File: src/rtl/button_event_ctrl_pkg.sv
// Shared state encoding and default timing constants for the button event controller.
package cycle_pkg;

    typedef enum logic [2:0] {
        IDLE,
        FIRST_M,
        FIRST_T,
        HELD_M,
        HELD_T,
        CHORD_WAIT,
        RELEASE_WAIT
    } btn_state_t;

    localparam int DEBOUNCE_CYCLES_D   = 4;
    localparam int CHORD_WINDOW_D      = 8;
    localparam int LONG_PRESS_CYCLES_D = 64;

endpackage

File: src/rtl/button_event_ctrl_if.sv
// Raw button inputs, wheel-size status and the event strobes of the button controller.
interface button_event_ctrl_if;

    logic nMode_raw;
    logic nTrip_raw;
    logic ws_active;
    logic mode_evt;
    logic trip_evt;
    logic trip_long;
    logic chord_evt;
    logic busy;

    modport master (
        output nMode_raw, nTrip_raw, ws_active,
        input  mode_evt, trip_evt, trip_long, chord_evt, busy
    );

    modport slave (
        input  nMode_raw, nTrip_raw, ws_active,
        output mode_evt, trip_evt, trip_long, chord_evt, busy
    );

endinterface

File: src/rtl/button_event_ctrl_debounce.sv
// Two-flop synchroniser followed by a debounce counter; output is the accepted (debounced) level.
module button_debounce
    import cycle_pkg::*;
#(
    parameter int DEBOUNCE_CYCLES = DEBOUNCE_CYCLES_D
) (
    input  logic clock,
    input  logic nRst,
    input  logic i_raw,
    output logic o_level
);

    localparam int CW = $clog2(DEBOUNCE_CYCLES + 1);

    logic          r_sync1;
    logic          r_sync2;
    logic          r_level;
    logic [CW-1:0] r_cnt;

    // The level flips on the cycle the count of disagreeing samples would reach DEBOUNCE_CYCLES.
    always_ff @(posedge clock or negedge nRst) begin
        if (!nRst) begin
            r_sync1 <= 1'b1;
            r_sync2 <= 1'b1;
            r_level <= 1'b1;
            r_cnt   <= '0;
        end else begin
            r_sync1 <= i_raw;
            r_sync2 <= r_sync1;
            if (r_sync2 != r_level) begin
                if (r_cnt == CW'(DEBOUNCE_CYCLES - 1)) begin
                    r_level <= r_sync2;
                    r_cnt   <= '0;
                end else begin
                    r_cnt <= r_cnt + CW'(1);
                end
            end else begin
                r_cnt <= '0;
            end
        end
    end

    assign o_level = r_level;

endmodule

File: src/rtl/button_event_ctrl.sv
// Classifies debounced Mode/Trip presses into short, long and chord events as one-cycle strobes.
module button_event_ctrl
    import cycle_pkg::*;
#(
    parameter int DEBOUNCE_CYCLES   = DEBOUNCE_CYCLES_D,
    parameter int CHORD_WINDOW      = CHORD_WINDOW_D,
    parameter int LONG_PRESS_CYCLES = LONG_PRESS_CYCLES_D
) (
    input logic               clock,
    input logic               nRst,
    button_event_ctrl_if.slave bus
);

    localparam int WW = $clog2(CHORD_WINDOW + 1);
    localparam int HW = $clog2(LONG_PRESS_CYCLES + 1);

    logic          w_debMode;
    logic          w_debTrip;
    logic          w_pressM;
    logic          w_pressT;
    logic          w_relM;
    logic          w_relT;
    logic          w_bothUp;
    logic [HW-1:0] w_holdNext;

    btn_state_t    r_state;
    logic          r_prevMode;
    logic          r_prevTrip;
    logic [WW-1:0] r_winCnt;
    logic [HW-1:0] r_holdCnt;
    logic          r_modeEvt;
    logic          r_tripEvt;
    logic          r_tripLong;
    logic          r_chordEvt;

    button_debounce #(.DEBOUNCE_CYCLES(DEBOUNCE_CYCLES)) u_debMode (
        .clock   (clock),
        .nRst    (nRst),
        .i_raw   (bus.nMode_raw),
        .o_level (w_debMode)
    );

    button_debounce #(.DEBOUNCE_CYCLES(DEBOUNCE_CYCLES)) u_debTrip (
        .clock   (clock),
        .nRst    (nRst),
        .i_raw   (bus.nTrip_raw),
        .o_level (w_debTrip)
    );

    assign w_pressM   = r_prevMode & ~w_debMode;
    assign w_pressT   = r_prevTrip & ~w_debTrip;
    assign w_relM     = ~r_prevMode & w_debMode;
    assign w_relT     = ~r_prevTrip & w_debTrip;
    assign w_bothUp   = w_debMode & w_debTrip;
    // The press cycle itself is hold count 0, so trip_long lands LONG_PRESS_CYCLES after the press.
    assign w_holdNext = (r_holdCnt == HW'(LONG_PRESS_CYCLES)) ? r_holdCnt : r_holdCnt + HW'(1);

    always_ff @(posedge clock or negedge nRst) begin
        if (!nRst) begin
            r_state    <= IDLE;
            r_prevMode <= 1'b1;
            r_prevTrip <= 1'b1;
            r_winCnt   <= '0;
            r_holdCnt  <= '0;
            r_modeEvt  <= 1'b0;
            r_tripEvt  <= 1'b0;
            r_tripLong <= 1'b0;
            r_chordEvt <= 1'b0;
        end else begin
            r_prevMode <= w_debMode;
            r_prevTrip <= w_debTrip;
            r_modeEvt  <= 1'b0;
            r_tripEvt  <= 1'b0;
            r_tripLong <= 1'b0;
            r_chordEvt <= 1'b0;
            case (r_state)
                IDLE: begin
                    r_winCnt  <= '0;
                    r_holdCnt <= '0;
                    if (w_pressM && w_pressT) begin
                        r_chordEvt <= ~bus.ws_active;
                        r_state    <= CHORD_WAIT;
                    end else if (w_pressM) begin
                        r_state <= FIRST_M;
                    end else if (w_pressT) begin
                        r_holdCnt <= HW'(1);
                        r_state   <= FIRST_T;
                    end
                end
                FIRST_M: begin
                    if (w_pressT && (r_winCnt < WW'(CHORD_WINDOW))) begin
                        r_chordEvt <= ~bus.ws_active;
                        r_state    <= CHORD_WAIT;
                    end else if (w_relM) begin
                        r_modeEvt <= 1'b1;
                        r_state   <= IDLE;
                    end else if (r_winCnt == WW'(CHORD_WINDOW)) begin
                        r_state <= HELD_M;
                    end else begin
                        r_winCnt <= r_winCnt + WW'(1);
                    end
                end
                FIRST_T: begin
                    r_holdCnt <= w_holdNext;
                    if (w_pressM && (r_winCnt < WW'(CHORD_WINDOW))) begin
                        r_chordEvt <= ~bus.ws_active;
                        r_state    <= CHORD_WAIT;
                    end else if (w_relT) begin
                        r_tripEvt <= 1'b1;
                        r_state   <= IDLE;
                    end else if (r_winCnt == WW'(CHORD_WINDOW)) begin
                        r_state <= HELD_T;
                    end else begin
                        r_winCnt <= r_winCnt + WW'(1);
                    end
                end
                HELD_M: begin
                    if (w_relM) begin
                        r_modeEvt <= 1'b1;
                        r_state   <= IDLE;
                    end else if (w_pressT) begin
                        r_state <= RELEASE_WAIT;
                    end
                end
                HELD_T: begin
                    r_holdCnt <= w_holdNext;
                    if (w_relT) begin
                        r_tripEvt <= 1'b1;
                        r_state   <= IDLE;
                    end else if (w_holdNext == HW'(LONG_PRESS_CYCLES)) begin
                        r_tripLong <= 1'b1;
                        r_state    <= RELEASE_WAIT;
                    end else if (w_pressM) begin
                        r_state <= RELEASE_WAIT;
                    end
                end
                CHORD_WAIT, RELEASE_WAIT: begin
                    if (w_bothUp) begin
                        r_state <= IDLE;
                    end
                end
                default: r_state <= IDLE;
            endcase
        end
    end

    assign bus.mode_evt  = r_modeEvt;
    assign bus.trip_evt  = r_tripEvt;
    assign bus.trip_long = r_tripLong;
    assign bus.chord_evt = r_chordEvt;
    assign bus.busy      = (r_state != IDLE) | ~w_debMode | ~w_debTrip;

endmodule

File: src/flat_wrapper.sv
// flat-port wrapper written by rule: the top's interface ports become plain ports
module button_event_ctrl_flat import cycle_pkg::*;
#(
    parameter int DEBOUNCE_CYCLES   = DEBOUNCE_CYCLES_D,
    parameter int CHORD_WINDOW      = CHORD_WINDOW_D,
    parameter int LONG_PRESS_CYCLES = LONG_PRESS_CYCLES_D
)
  (clock, nRst, bus_nMode_raw, bus_nTrip_raw, bus_ws_active, bus_mode_evt, bus_trip_evt, bus_trip_long, bus_chord_evt, bus_busy);
  button_event_ctrl_if bus_i ();
  input logic clock;
  input logic nRst;
  input wire logic [$bits(bus_i.nMode_raw)-1:0] bus_nMode_raw;
  input wire logic [$bits(bus_i.nTrip_raw)-1:0] bus_nTrip_raw;
  input wire logic [$bits(bus_i.ws_active)-1:0] bus_ws_active;
  output wire logic [$bits(bus_i.mode_evt)-1:0] bus_mode_evt;
  output wire logic [$bits(bus_i.trip_evt)-1:0] bus_trip_evt;
  output wire logic [$bits(bus_i.trip_long)-1:0] bus_trip_long;
  output wire logic [$bits(bus_i.chord_evt)-1:0] bus_chord_evt;
  output wire logic [$bits(bus_i.busy)-1:0] bus_busy;
  assign bus_i.nMode_raw = bus_nMode_raw;
  assign bus_i.nTrip_raw = bus_nTrip_raw;
  assign bus_i.ws_active = bus_ws_active;
  assign bus_mode_evt = bus_i.mode_evt;
  assign bus_trip_evt = bus_i.trip_evt;
  assign bus_trip_long = bus_i.trip_long;
  assign bus_chord_evt = bus_i.chord_evt;
  assign bus_busy = bus_i.busy;
  button_event_ctrl #(.DEBOUNCE_CYCLES(DEBOUNCE_CYCLES), .CHORD_WINDOW(CHORD_WINDOW), .LONG_PRESS_CYCLES(LONG_PRESS_CYCLES)) u_core (.clock(clock), .nRst(nRst), .bus(bus_i));
endmodule
File: config.mk
export PLATFORM = sky130hd
export DESIGN_NAME = button_event_ctrl_flat
export DESIGN_NICKNAME = d
export VERILOG_FILES = /design/src/rtl/button_event_ctrl_pkg.sv /design/src/rtl/button_event_ctrl_if.sv /design/src/rtl/button_event_ctrl_debounce.sv /design/src/rtl/button_event_ctrl.sv /design/src/flat_wrapper.sv
export SDC_FILE = /design/constraint.sdc
export NUM_CORES = 1
export LEC_CHECK = 0
export ABC_AREA = 1
export CORE_MARGIN = 5
export CORE_UTILIZATION = 55
export DETAILED_ROUTE_END_ITERATION = 8
export PLACE_DENSITY = 0.72
export SYNTH_ARGS = -nofsm -noshare
export SYNTH_HDL_FRONTEND = slang
export SYNTH_SLANG_ARGS = --single-unit
File: constraint.sdc
create_clock -name clock -period 2.9 [get_ports clock]
set_input_delay 0.58 -clock clock [delete_from_list [all_inputs] [get_ports clock]]
set_output_delay 0.58 -clock clock [all_outputs]
set_load 0.005 [all_outputs]
## Word-level counts from Yosys, hierarchy flattened

Cells that the tools add are included.

- Register bits after elaboration: 32
- Latch bits: 0
- Bits in writable memories: 0
- ROM bits: 0
- Bits of input ports: 5
- Output and inout bits: 5
- Word-level logic and storage cells: 114
- Memories kept: 0

- Add/sub/neg operators: 4
- Multipliers: 0
- Divide/modulo/power cells: 0
- $lt $le $gt $ge: 1
- Eq/ne operators: 23
- Shift operators: 0
- Multiplexer cells: 44
- Bitwise gates (word level): 12
- Reductions and logical operators: 13

Operators by type and width:

| cell | number |
|---|---|
| $mux W3 | 19 |
| $mux W7 | 3 |
| $mux W4 | 5 |
| $pmux W3 S6 | 1 |
| $ne A4 B1 Y1 const B | 4 |
| $eq A7 B7 Y1 const B | 2 |
| $pmux W7 S2 | 1 |
| $eq A3 B2 Y1 const B | 4 |
| $pmux W4 S3 | 1 |
| $mux W1 | 11 |
| $eq A3 B3 Y1 const B | 3 |
| $ne A2 B2 Y1 const B | 4 |
| $add A7 B1 Y7 const B | 1 |
| $add A3 B1 Y3 const B | 2 |
| $reduce_and A6 Y1 | 1 |
| $reduce_bool A3 Y1 | 2 |
| $and A1 B1 Y1 | 5 |
| $not A1 Y1 | 5 |
| $reduce_and A5 Y1 | 1 |
| $add A4 B1 Y4 const B | 1 |
| $eq A4 B4 Y1 const B | 1 |
| $lt A4 B4 Y1 const B | 1 |
| $pmux W1 S2 | 2 |
| $reduce_and A2 Y1 | 2 |
| other kinds (10) | 15 |

## Longest topological paths before layout

Gate-level depths: netlist of the first run.

- Depth in word-level cells: 6
- Depth in mapped cells: 13
- Mapped depth without buffers: 13

## Cells and area by module

Synthesis of the first run repeated with hierarchy kept, for this count alone.

- Cell total of the unflattened synthesis: 235
- Area total of the unflattened synthesis: 1,796.7 um2

By module, submodules not included:

| module | instances | cells an instance | area each (um2) | seq. area each (um2) |
|---|---|---|---|---|
| button_event_ctrl | 1 | 185 | 1,311.3 | 503.0 |
| button_debounce | 2 | 25 | 242.7 | 153.9 |

## Least setup slack after synthesis of the first run

Ideal clock, no wire load.

- Path kind: register to register
- From: register u_core.r_prevMode
- To: register u_core.r_state[2]
- Setup time: 0.117 ns
- Arrival time: 1.363 ns
- Data required time: 2.783 ns
- Slack: 1.420 ns
- Stages on the path, launching flop included: 12
- Buffers on the path: 0
- Clock period less this slack: 1.480 ns
- Cell sequence: dfstp_2 inv_1 nor2_1 inv_1 nand2_2 nand2_1 nand2_1 nand2_1 a21oi_2 nand2_2 nand2_1 nand2_1

- Word-level cells in the longest chain between the ends: 5
- Elaborated cells on any way between the ends: 18
- Those cells by class: eq/ne (5); mux (7); bitwise (3); reduce/logical (3)

RTL lines:

| what | line | RTL |
|---|---|---|
| from (decl) | button_event_ctrl.sv:27 | `logic r_prevMode;` |
| from (signal assigned) | button_event_ctrl.sv:70 | `r_prevMode <= w_debMode;` |
| $not A1 Y1 | button_event_ctrl.sv:52 | `assign w_relM = ~r_prevMode & w_debMode;` |
| $and A1 B1 Y1 | button_event_ctrl.sv:52 |  |
| $mux W3 | button_event_ctrl.sv:94 | `end else if (w_relM) begin` |
| $mux W3 | button_event_ctrl.sv:91 | `if (w_pressT && (r_winCnt < WW'(CHORD_WINDOW))) begin` |
| $pmux W3 S6 | button_event_ctrl.sv:76 | `case (r_state)` |
| to (signal assigned) | button_event_ctrl.sv:93 | `r_state <= CHORD_WAIT;` |
| to (signal assigned) | button_event_ctrl.sv:96 | `r_state <= IDLE;` |
| to (signal assigned) | button_event_ctrl.sv:98 | `r_state <= HELD_M;` |
| to (decl) | button_event_ctrl.sv:26 | `btn_state_t r_state;` |

Parallel ways exist; a longest one is shown, timed or not.
A chain may end at the register's enable or synchronous reset.

## Final worst setup path of the first run

- From: register u_core.r_state[0]
- To: output port bus_busy

- Word-level cells in the longest chain between the ends: 3

RTL lines:

| what | line | RTL |
|---|---|---|
| from (signal assigned) | button_event_ctrl.sv:60 | `r_state <= IDLE;` |
| from (signal assigned) | button_event_ctrl.sv:82 | `r_state <= CHORD_WAIT;` |
| from (signal assigned) | button_event_ctrl.sv:84 | `r_state <= FIRST_M;` |
| $reduce_bool A3 Y1 | button_event_ctrl.sv:151 | `assign bus.busy = (r_state != IDLE) \| ~w_debMode \| ~w_debTrip;` |
| $or A1 B1 Y1 (2 in a row) | button_event_ctrl.sv:151 |  |
| to (decl) | flat_wrapper.sv:19 | `output wire logic [$bits(bus_i.busy)-1:0] bus_busy;` |

No other way between the ends.

==> results.sh, run 1 <==
export IMPL_status="completed"
export IMPL_crit_type="reg2out"
export IMPL_min_path_type="reg2reg"
export IMPL_clock_skew_ns=0.00998
export IMPL_postCtsSetupRepairBufs=0
export IMPL_gp_congestion=0.946
export IMPL_firstDrtPassIters=5
export IMPL_ir_drop_mv=0.548
export IMPL_synthCells=210
export IMPL_rows=20
export IMPL_period_share=0.811
export IMPL_dp_slack_ns=0.915
export IMPL_antenna_found_initial=0
export IMPL_fin_nets=237
export IMPL_die_w_um=65.6
export IMPL_drc_errors=0
export IMPL_grt_pass1_vias=1384
export IMPL_yosysWarnings=0
export IMPL_power_density_nw_per_um2=954
export IMPL_worstMarginPinSlew_ns=0.418
export IMPL_synth_area_um2=1700
export IMPL_ctsHoldBuffers=0
export IMPL_viasPerCell=5.38
export IMPL_period_minus_slack_ns=2.35
export IMPL_grt_pass1_wl_um=6110
export IMPL_cts_root_buf="clkbuf_4"
export IMPL_synth_edf_count=0
export IMPL_cap_violations=0
export IMPL_grt_use_total=0.187
export IMPL_path_clk_slew_ns=0.09
export IMPL_antenna_cells=0
export IMPL_pin_count=10
export IMPL_syn_num_nets=221
export IMPL_wl_um=3270
export IMPL_core_um2=3000
export IMPL_num_vias=1399
export IMPL_crit_path_max_fanout=5
export IMPL_die_area_um2=4300
export IMPL_yosysUniqueCellTypes=28
export IMPL_layout_setup_ws_ns=0.548
export IMPL_drt_wirelength_per_cell_um=12.6
export IMPL_cp_arrival_ns=1.77
export IMPL_leakage_nw=0.930
export IMPL_die_height_um=65.6
export IMPL_fmax_mhz=425
export IMPL_power_mw=1.81
export IMPL_cts_resized=0
export IMPL_fillerInstances=279
export IMPL_cts_buffers=5
export IMPL_synth_area_per_cell_um2=8.10
export IMPL_clock_latency_ns=0.33
export IMPL_hpwlAfterDp_um=2520
export IMPL_yosys_register_bits=32
export IMPL_clk_path_buf_depth=2
export IMPL_fin_setup_tns_ns=0
export IMPL_fin_cells=260
export IMPL_slew_violations=0
export IMPL_async_flop_share=1.00
export IMPL_grt_start_max_net_pins=33
export IMPL_drt_iter0_drc=129
export IMPL_syn_to_final_growth_pct=11.3
export IMPL_initial_core_util=0.566
export IMPL_cp_start_kind="flip-flop"
export IMPL_end_kind="output port"
export IMPL_dpl_cell_count=252
export IMPL_synthFlopType="dfrtp_1"
export IMPL_drtAntennaViolNets=0
export IMPL_io_buffers=9
export IMPL_cts_tree="built"
export IMPL_setup_violations=0
export IMPL_rsz0062_at_grt="false"
export IMPL_critPathRequiredTime_ns=2.32
export IMPL_overflow=0
export IMPL_finalHoldViolations=0
export IMPL_clock_sinks=32
export IMPL_drive_above_1_share=0.132
export IMPL_cts_htree_levels=2
export IMPL_maxSlewHeadroom=0.714
export IMPL_ys_seq_area_frac=0.477
-- cell type report --
| class | instances | area [µm²] | share of cell area |
|---|---|---|---|
| clock buffer | 8 | 58.8 | 0.0311 |
| sequential | 32 | 811 | 0.428 |
| multi-input combinational | 143 | 757 | 0.400 |
| timing repair buffer | 10 | 97.6 | 0.0516 |
| tap | 33 | 41.3 | 0.0218 |
| inverter | 34 | 128 | 0.0674 |
-- cell usage after synthesis, types with 3 or more instances --
cell type | n | share of area
inv_1 | 32 | 0.071
nand2_1 | 45 | 0.099
nand2_2 | 5 | 0.018
o22ai_1 | 4 | 0.015
o21ai_0 | 5 | 0.015
dfstp_2 | 8 | 0.12
nand3_1 | 21 | 0.062
nand4_1 | 6 | 0.022
a21oi_1 | 6 | 0.018
nor2_1 | 21 | 0.046
dfrtp_1 | 24 | 0.35
nor2_2 | 3 | 0.011
ha_1 | 6 | 0.044
nor3_1 | 3 | 0.0088
-- path summary, 6_finish.rpt --
kind / to / cells after the start / slack (ns) / start
min in group asynchronous: u_core.r_holdCnt[4] / 2 / 0.63 / nRst
setup reg to reg: u_core.r_state[1] / 11 / 1.18 / u_core.r_prevMode
max in group asynchronous: u_core.u_debMode.o_level / 2 / 1.94 / nRst
hold reg to reg: u_core.u_debMode.r_sync2 / 0 / 0.36 / u_core.u_debMode.r_sync1
hold / removal: u_core.u_debMode.r_sync2 / 0 / 0.36 / u_core.u_debMode.r_sync1
setup / recovery: bus_busy / 5 / 0.55 / u_core.r_state[0]
-- cell families after synthesis --
family          Yosys count  synth area share
compound gates           24            0.0854
fa+ha+maj                 6            0.0441
xor+xnor                  4            0.0206
flops                    32             0.477
simple gates            109             0.295
buf+inv                  35            0.0780
-- stage by stage --
stage                      util  hold slack (ns)  cell area (µm²)
after global routing      0.630            0.372             1890
after global placement    0.611            0.347             1830
after detailed placement  0.611            0.348             1830
after CTS                 0.630            0.364             1890
after floorplan               -            0.284             1700
final                     0.630            0.362             1890
-- routing by layer --
metal / GRT usage / wire length [µm] / share of wire
met5: 0 / 0 / 0
met3: 0.0462 / 192 / 0.059
met2: 0.329 / 1580 / 0.48
met4: 0.0855 / 76 / 0.023
met1: 0.214 / 1420 / 0.43
-- worst max-delay path, stage by stage, from the launching register on --
cell	delay [ns]
dfrtp_1	0.43
nor2_1	0.30
nand2_2	0.11
inv_2	0.09
nand3_1	0.07
clkdlybuf4s50_1	0.45
-- where the power goes --
part	leakage, nW	switching [mW]	total [mW]	internal [mW]
Clock	0.0326	0.139	0.259	0.119
Combinational	0.492	0.540	0.840	0.300
Sequential	0.405	0.119	0.706	0.587
-- flip-flops by register name (all words and copies together), names as in the netlist, 3 cells and up --
name,flops
u_core.u_debMode.r_cnt,3
u_core.r_state,3
u_core.r_holdCnt,7
u_core.r_winCnt,4
u_core.u_debTrip.r_cnt,3
-- layout by cell type (no fill, tap or decap), drive strengths merged --
cell	synthesis	final
inv	34	34
o21a	1	1
dfstp	8	8
clkbuf	0	8
buf	1	1
a2111oi	1	1
nand3	21	21
o211ai	2	2
dfrtp	24	24
ha	6	6
xor2	2	2
clkdlybuf4s50	0	9
nand4	6	6
nand2	50	50
o22ai	4	4
o21ai	8	8
nor3	5	5
xnor2	2	2
nor3b	2	2
a21oi	7	7
nor2	25	25
a31oi	1	1
(Power assumes the default switching activity.)
==> inputs of run 2 (changes only) <==
==> constraint.sdc (replaced) <==
create_clock -name clock -period 2.28 [get_ports clock]
set_input_delay 0.456 -clock clock [delete_from_list [all_inputs] [get_ports clock]]
set_output_delay 0.456 -clock clock [all_outputs]
set_load 0.005 [all_outputs]
==> results.sh, run 2 (synthesis gave the netlist of run 1 again) <==
export IMPL_hold_path_depth=0
export IMPL_io_buffers=9
export IMPL_firstDrtPassIters=4
export IMPL_grt_use_total=0.176
export IMPL_overflow=0
export IMPL_cp_arrival_ns=1.70
export IMPL_most_common_layout_cells="nand2_1 (45), inv_1 (32), dfrtp_1 (24)"
export IMPL_min_from="u_core.u_debTrip.r_sync1"
export IMPL_pin_count=10
export IMPL_path_cells="nor2_2 > nand2_2 > inv_2 > nand3_1 > clkdlybuf4s50_1"
export IMPL_layout_setup_ws_ns=0.128
export IMPL_wl_um=3160
export IMPL_hpwlAfterDp_um=2440
export IMPL_cap_violations=0
export IMPL_drtAntennaViolNets=0
export IMPL_hold_end="u_core.u_debTrip.r_sync2"
export IMPL_clk_path_buf_depth=2
export IMPL_finalHoldViolations=0
export IMPL_ctsHoldBuffers=0
export IMPL_cp_start_kind="flip-flop"
export IMPL_period_minus_slack_ns=2.15
export IMPL_max_stage_delay_ns=0.45
export IMPL_dpl_cell_count=252
export IMPL_core_um2=3000
export IMPL_die_w_um=65.6
export IMPL_drt_wirelength_per_cell_um=12.2
export IMPL_crit_slowest_cell="clkdlybuf4s50_1"
export IMPL_period_share=0.944
export IMPL_grt_pass1_wl_um=5910
export IMPL_largest_reg_flops=7
export IMPL_min_path_type="reg2reg"
export IMPL_antenna_cells=0
export IMPL_power_density_nw_per_um2=1240
export IMPL_worstReg2RegStart="u_core.r_prevMode"
export IMPL_rows=20
export IMPL_die_height_um=65.6
export IMPL_worstMarginPinSlew_ns=0.411
export IMPL_cts_buffers=5
export IMPL_drc_errors=0
export IMPL_clock_skew_ns=0.0116
export IMPL_crit_type="reg2out"
export IMPL_status="completed"
export IMPL_drive_above_1_share=0.145
export IMPL_fin_setup_tns_ns=0
export IMPL_reg_largest_list="u_core.r_holdCnt (7), u_core.r_winCnt (4)"
export IMPL_path_clk_slew_ns=0.10
export IMPL_ir_drop_mv=0.661
export IMPL_gp_congestion=0.913
export IMPL_drt_iter0_drc=80
export IMPL_ff2ff_path_depth=11
export IMPL_num_vias=1376
export IMPL_cts_root_buf="clkbuf_4"
export IMPL_final_common_cell="nand2_1"
export IMPL_rrSetupSlack_ns=0.54
export IMPL_cts_tree="built"
export IMPL_cts_htree_levels=2
export IMPL_critPathRequiredTime_ns=1.82
export IMPL_grt_pass1_vias=1348
export IMPL_rsz0062_at_grt="false"
export IMPL_clock_latency_ns=0.33
export IMPL_viasPerCell=5.29
export IMPL_regMostFlops="u_core.r_holdCnt"
export IMPL_initial_core_util=0.566
export IMPL_syn_to_final_growth_pct=12.7
export IMPL_crit_path_max_fanout=5
export IMPL_fmax_mhz=465
export IMPL_clock_sinks=32
export IMPL_maxSlewHeadroom=0.719
export IMPL_power_mw=2.39
export IMPL_postCtsSetupRepairBufs=0
export IMPL_setup_violations=0
export IMPL_cts_resized=0
export IMPL_grt_start_max_net_pins=33
export IMPL_fillerInstances=261
export IMPL_die_area_um2=4300
export IMPL_leakage_nw=0.939
export IMPL_fin_nets=237
export IMPL_slew_violations=0
export IMPL_fin_cells=260
export IMPL_worstReg2RegEnd="u_core.r_state[2]"
export IMPL_antenna_found_initial=0
export IMPL_dp_slack_ns=0.413
export IMPL_end_kind="output port"
run 2: routing by layer:
metal | share of wire | global-route usage | vias up
met3 | 0.038 | 0.0427 | 5
met5 | 0 | 0 | -
met1 | 0.47 | 0.228 | 643
li1 | - | - | 711
met4 | 0.013 | 0.0544 | 0
met2 | 0.48 | 0.290 | 17
run 2: worst max-delay path by stage:
| stage | slack, ns | cells past startpoint | start | endpoint |
|---|---|---|---|---|
| after CTS | 0.02 | 5 | u_core.r_state[0] | bus_busy |
| after floorplan | 0.80 | 11 | u_core.r_prevMode | u_core.r_state[2] |
| final | 0.13 | 5 | u_core.r_state[0] | bus_busy |
| after global routing | 0.008 | 5 | u_core.r_state[0] | bus_busy |
| after global placement | 0.44 | 5 | u_core.r_state[0] | bus_busy |
| after detailed placement | 0.41 | 5 | u_core.r_state[0] | bus_busy |
run 2: critical path, delay by kind of cell, from the launching register on:
kind,cells,cell delay [ns]
buffers and inverters,2,0.53
and+or+nand+nor,3,0.40
DFF,1,0.44
run 2: area by class of cell:
type                       instances  area (µm²)  area share
timing repair buffer              10        97.6      0.0509
multi-input combinational        143         759       0.396
inverter                          34         128      0.0666
clock inverter                     3        42.5      0.0222
clock buffer                       5        37.5      0.0196
sequential                        32         811       0.423
tap                               33        41.3      0.0215
run 2: stage by stage:
step	instance area, µm²	util	hold WS [ns]
after detailed placement	1830	0.611	0.348
after global placement	1830	0.611	0.348
after CTS	1910	0.638	0.366
after global routing	1920	0.638	0.372
final	1920	0.638	0.364
after floorplan	1700	-	0.160
run 2: report_power, final:
| part | switching [mW] | internal, mW |
|---|---|---|
| registers | 0.155 | 0.746 |
| logic | 0.674 | 0.384 |
| clock network | 0.198 | 0.228 |
==> inputs of run 3 (changes only) <==
==> constraint.sdc (replaced) <==
create_clock -name clock -period 2.27 [get_ports clock]
set_input_delay 0.454 -clock clock [delete_from_list [all_inputs] [get_ports clock]]
set_output_delay 0.454 -clock clock [all_outputs]
set_load 0.005 [all_outputs]
==> results.sh, run 3 (synthesis gave the netlist of run 1 again) <==
export IMPL_status="completed"
export IMPL_io_buffers=9
export IMPL_drc_errors=0
export IMPL_maxSlewHeadroom=0.705
export IMPL_fin_nets=237
export IMPL_most_common_layout_cells="nand2_1 (45), inv_1 (32), dfrtp_1 (24)"
export IMPL_path_clk_slew_ns=0.09
export IMPL_path_cells="nor2_2 > nand2_2 > inv_2 > nand3_1 > clkdlybuf4s50_1"
export IMPL_postCtsSetupRepairBufs=0
export IMPL_crit_path_max_fanout=5
export IMPL_seq_area_um2=811
export IMPL_clk_path_buf_depth=2
export IMPL_fin_setup_tns_ns=0
export IMPL_clock_skew_ns=0.0171
export IMPL_worstMarginPinSlew_ns=0.432
export IMPL_rsz0062_at_grt="false"
export IMPL_cts_buffers=5
export IMPL_hpwlAfterDp_um=2470
export IMPL_drt_iter0_drc=92
export IMPL_grt_use_total=0.182
export IMPL_firstDrtPassIters=5
export IMPL_setup_violations=0
export IMPL_power_density_nw_per_um2=1220
export IMPL_clock_latency_ns=0.34
export IMPL_cts_resized=0
export IMPL_syn_to_final_growth_pct=11.5
export IMPL_pin_count=10
export IMPL_period_minus_slack_ns=2.12
export IMPL_drive_above_1_share=0.137
export IMPL_die_height_um=65.6
export IMPL_fin_util=0.631
export IMPL_cts_htree_levels=2
export IMPL_reg_largest_list="u_core.r_holdCnt (7), u_core.r_winCnt (4)"
export IMPL_drt_wirelength_per_cell_um=12.6
export IMPL_leakage_nw=0.930
export IMPL_num_vias=1407
export IMPL_grt_start_max_net_pins=33
export IMPL_overflow=0
export IMPL_cts_root_buf="clkbuf_4"
export IMPL_die_w_um=65.6
export IMPL_grt_pass1_vias=1349
export IMPL_cp_top_family="buffers and inverters"
export IMPL_cp_start_kind="flip-flop"
export IMPL_regMostFlops="u_core.r_holdCnt"
export IMPL_core_um2=3000
export IMPL_crit_slowest_cell="clkdlybuf4s50_1"
export IMPL_rows=20
export IMPL_antenna_cells=0
export IMPL_wl_um=3280
export IMPL_gp_congestion=0.913
export IMPL_min_path_type="reg2reg"
export IMPL_cts_tree="built"
export IMPL_fmax_mhz=472
export IMPL_period_share=0.933
export IMPL_worst_path_buf_inv=2
export IMPL_end_kind="output port"
export IMPL_grt_pass1_wl_um=5930
export IMPL_critPathRequiredTime_ns=1.82
export IMPL_max_stage_delay_ns=0.45
export IMPL_largest_reg_flops=7
export IMPL_viasPerCell=5.41
export IMPL_hold_ws_ns=0.363
export IMPL_finalHoldViolations=0
export IMPL_antenna_found_initial=0
export IMPL_die_area_um2=4300
export IMPL_fillerInstances=269
export IMPL_ctsHoldBuffers=0
export IMPL_multi_input_area_um2=759
export IMPL_initial_core_util=0.566
export IMPL_drtAntennaViolNets=0
export IMPL_final_common_cell="nand2_1"
export IMPL_cap_violations=0
export IMPL_slew_violations=0
export IMPL_cp_arrival_ns=1.66
export IMPL_clock_sinks=32
export IMPL_crit_type="reg2out"
export IMPL_ir_drop_mv=0.669
-- run 3: cell count changes in the layout (fill, tap and decap cells not counted) --
cell        delta
clkbuf_8       +1
bufinv_16      -1
clkinvlp_4     -1
clkinv_2       -1
clkbuf_1       +2
-- run 3: cell type report --
class                           instances  area share
Inverter                               34      0.0673
Multi-Input combinational cell        143       0.401
Tap cell                               33      0.0218
Timing Repair Buffer                   10      0.0515
Clock buffer                            8      0.0310
Sequential cell                        32       0.428
-- run 3: path summary, 6_finish.rpt --
| path | startpoint | cells after the start | slack [ns] | end |
|---|---|---|---|---|
| worst max-delay path | u_core.r_state[0] | 5 | 0.15 | bus_busy |
| worst min-delay path | u_core.u_debMode.r_sync1 | 0 | 0.36 | u_core.u_debMode.r_sync2 |
| worst max register to register | u_core.r_prevMode | 11 | 0.55 | u_core.r_state[0] |
| worst min register to register | u_core.u_debMode.r_sync1 | 0 | 0.36 | u_core.u_debMode.r_sync2 |
| max in group asynchronous | nRst | 2 | 1.43 | u_core.u_debMode.o_level |
| min in group asynchronous | nRst | 2 | 0.49 | u_core.r_holdCnt[4] |
-- run 3: metrics by stage --
stage               setup slack (ns)  cells  cell area, µm²  total power [mW]
global placement               0.436    252            1830              1.93
CTS                           0.0334    260            1890              2.33
floorplan                      0.790    210            1700              1.70
global route                  0.0142    260            1900              2.56
detailed placement             0.423    252            1830              1.99
finish                         0.151    260            1900              2.32
-- run 3: layer usage --
layer / global-route usage / routed length (µm) / share of wire
met2: 0.302 / 1570 / 0.48
met4: 0.0751 / 57 / 0.017
met5: 0 / 0 / 0
met3: 0.0632 / 177 / 0.054
met1: 0.215 / 1480 / 0.45
-- run 3: power by group --
part	switching (mW)	internal, mW
clock network	0.185	0.153
logic	0.688	0.386
registers	0.160	0.750
total	1.03	1.29
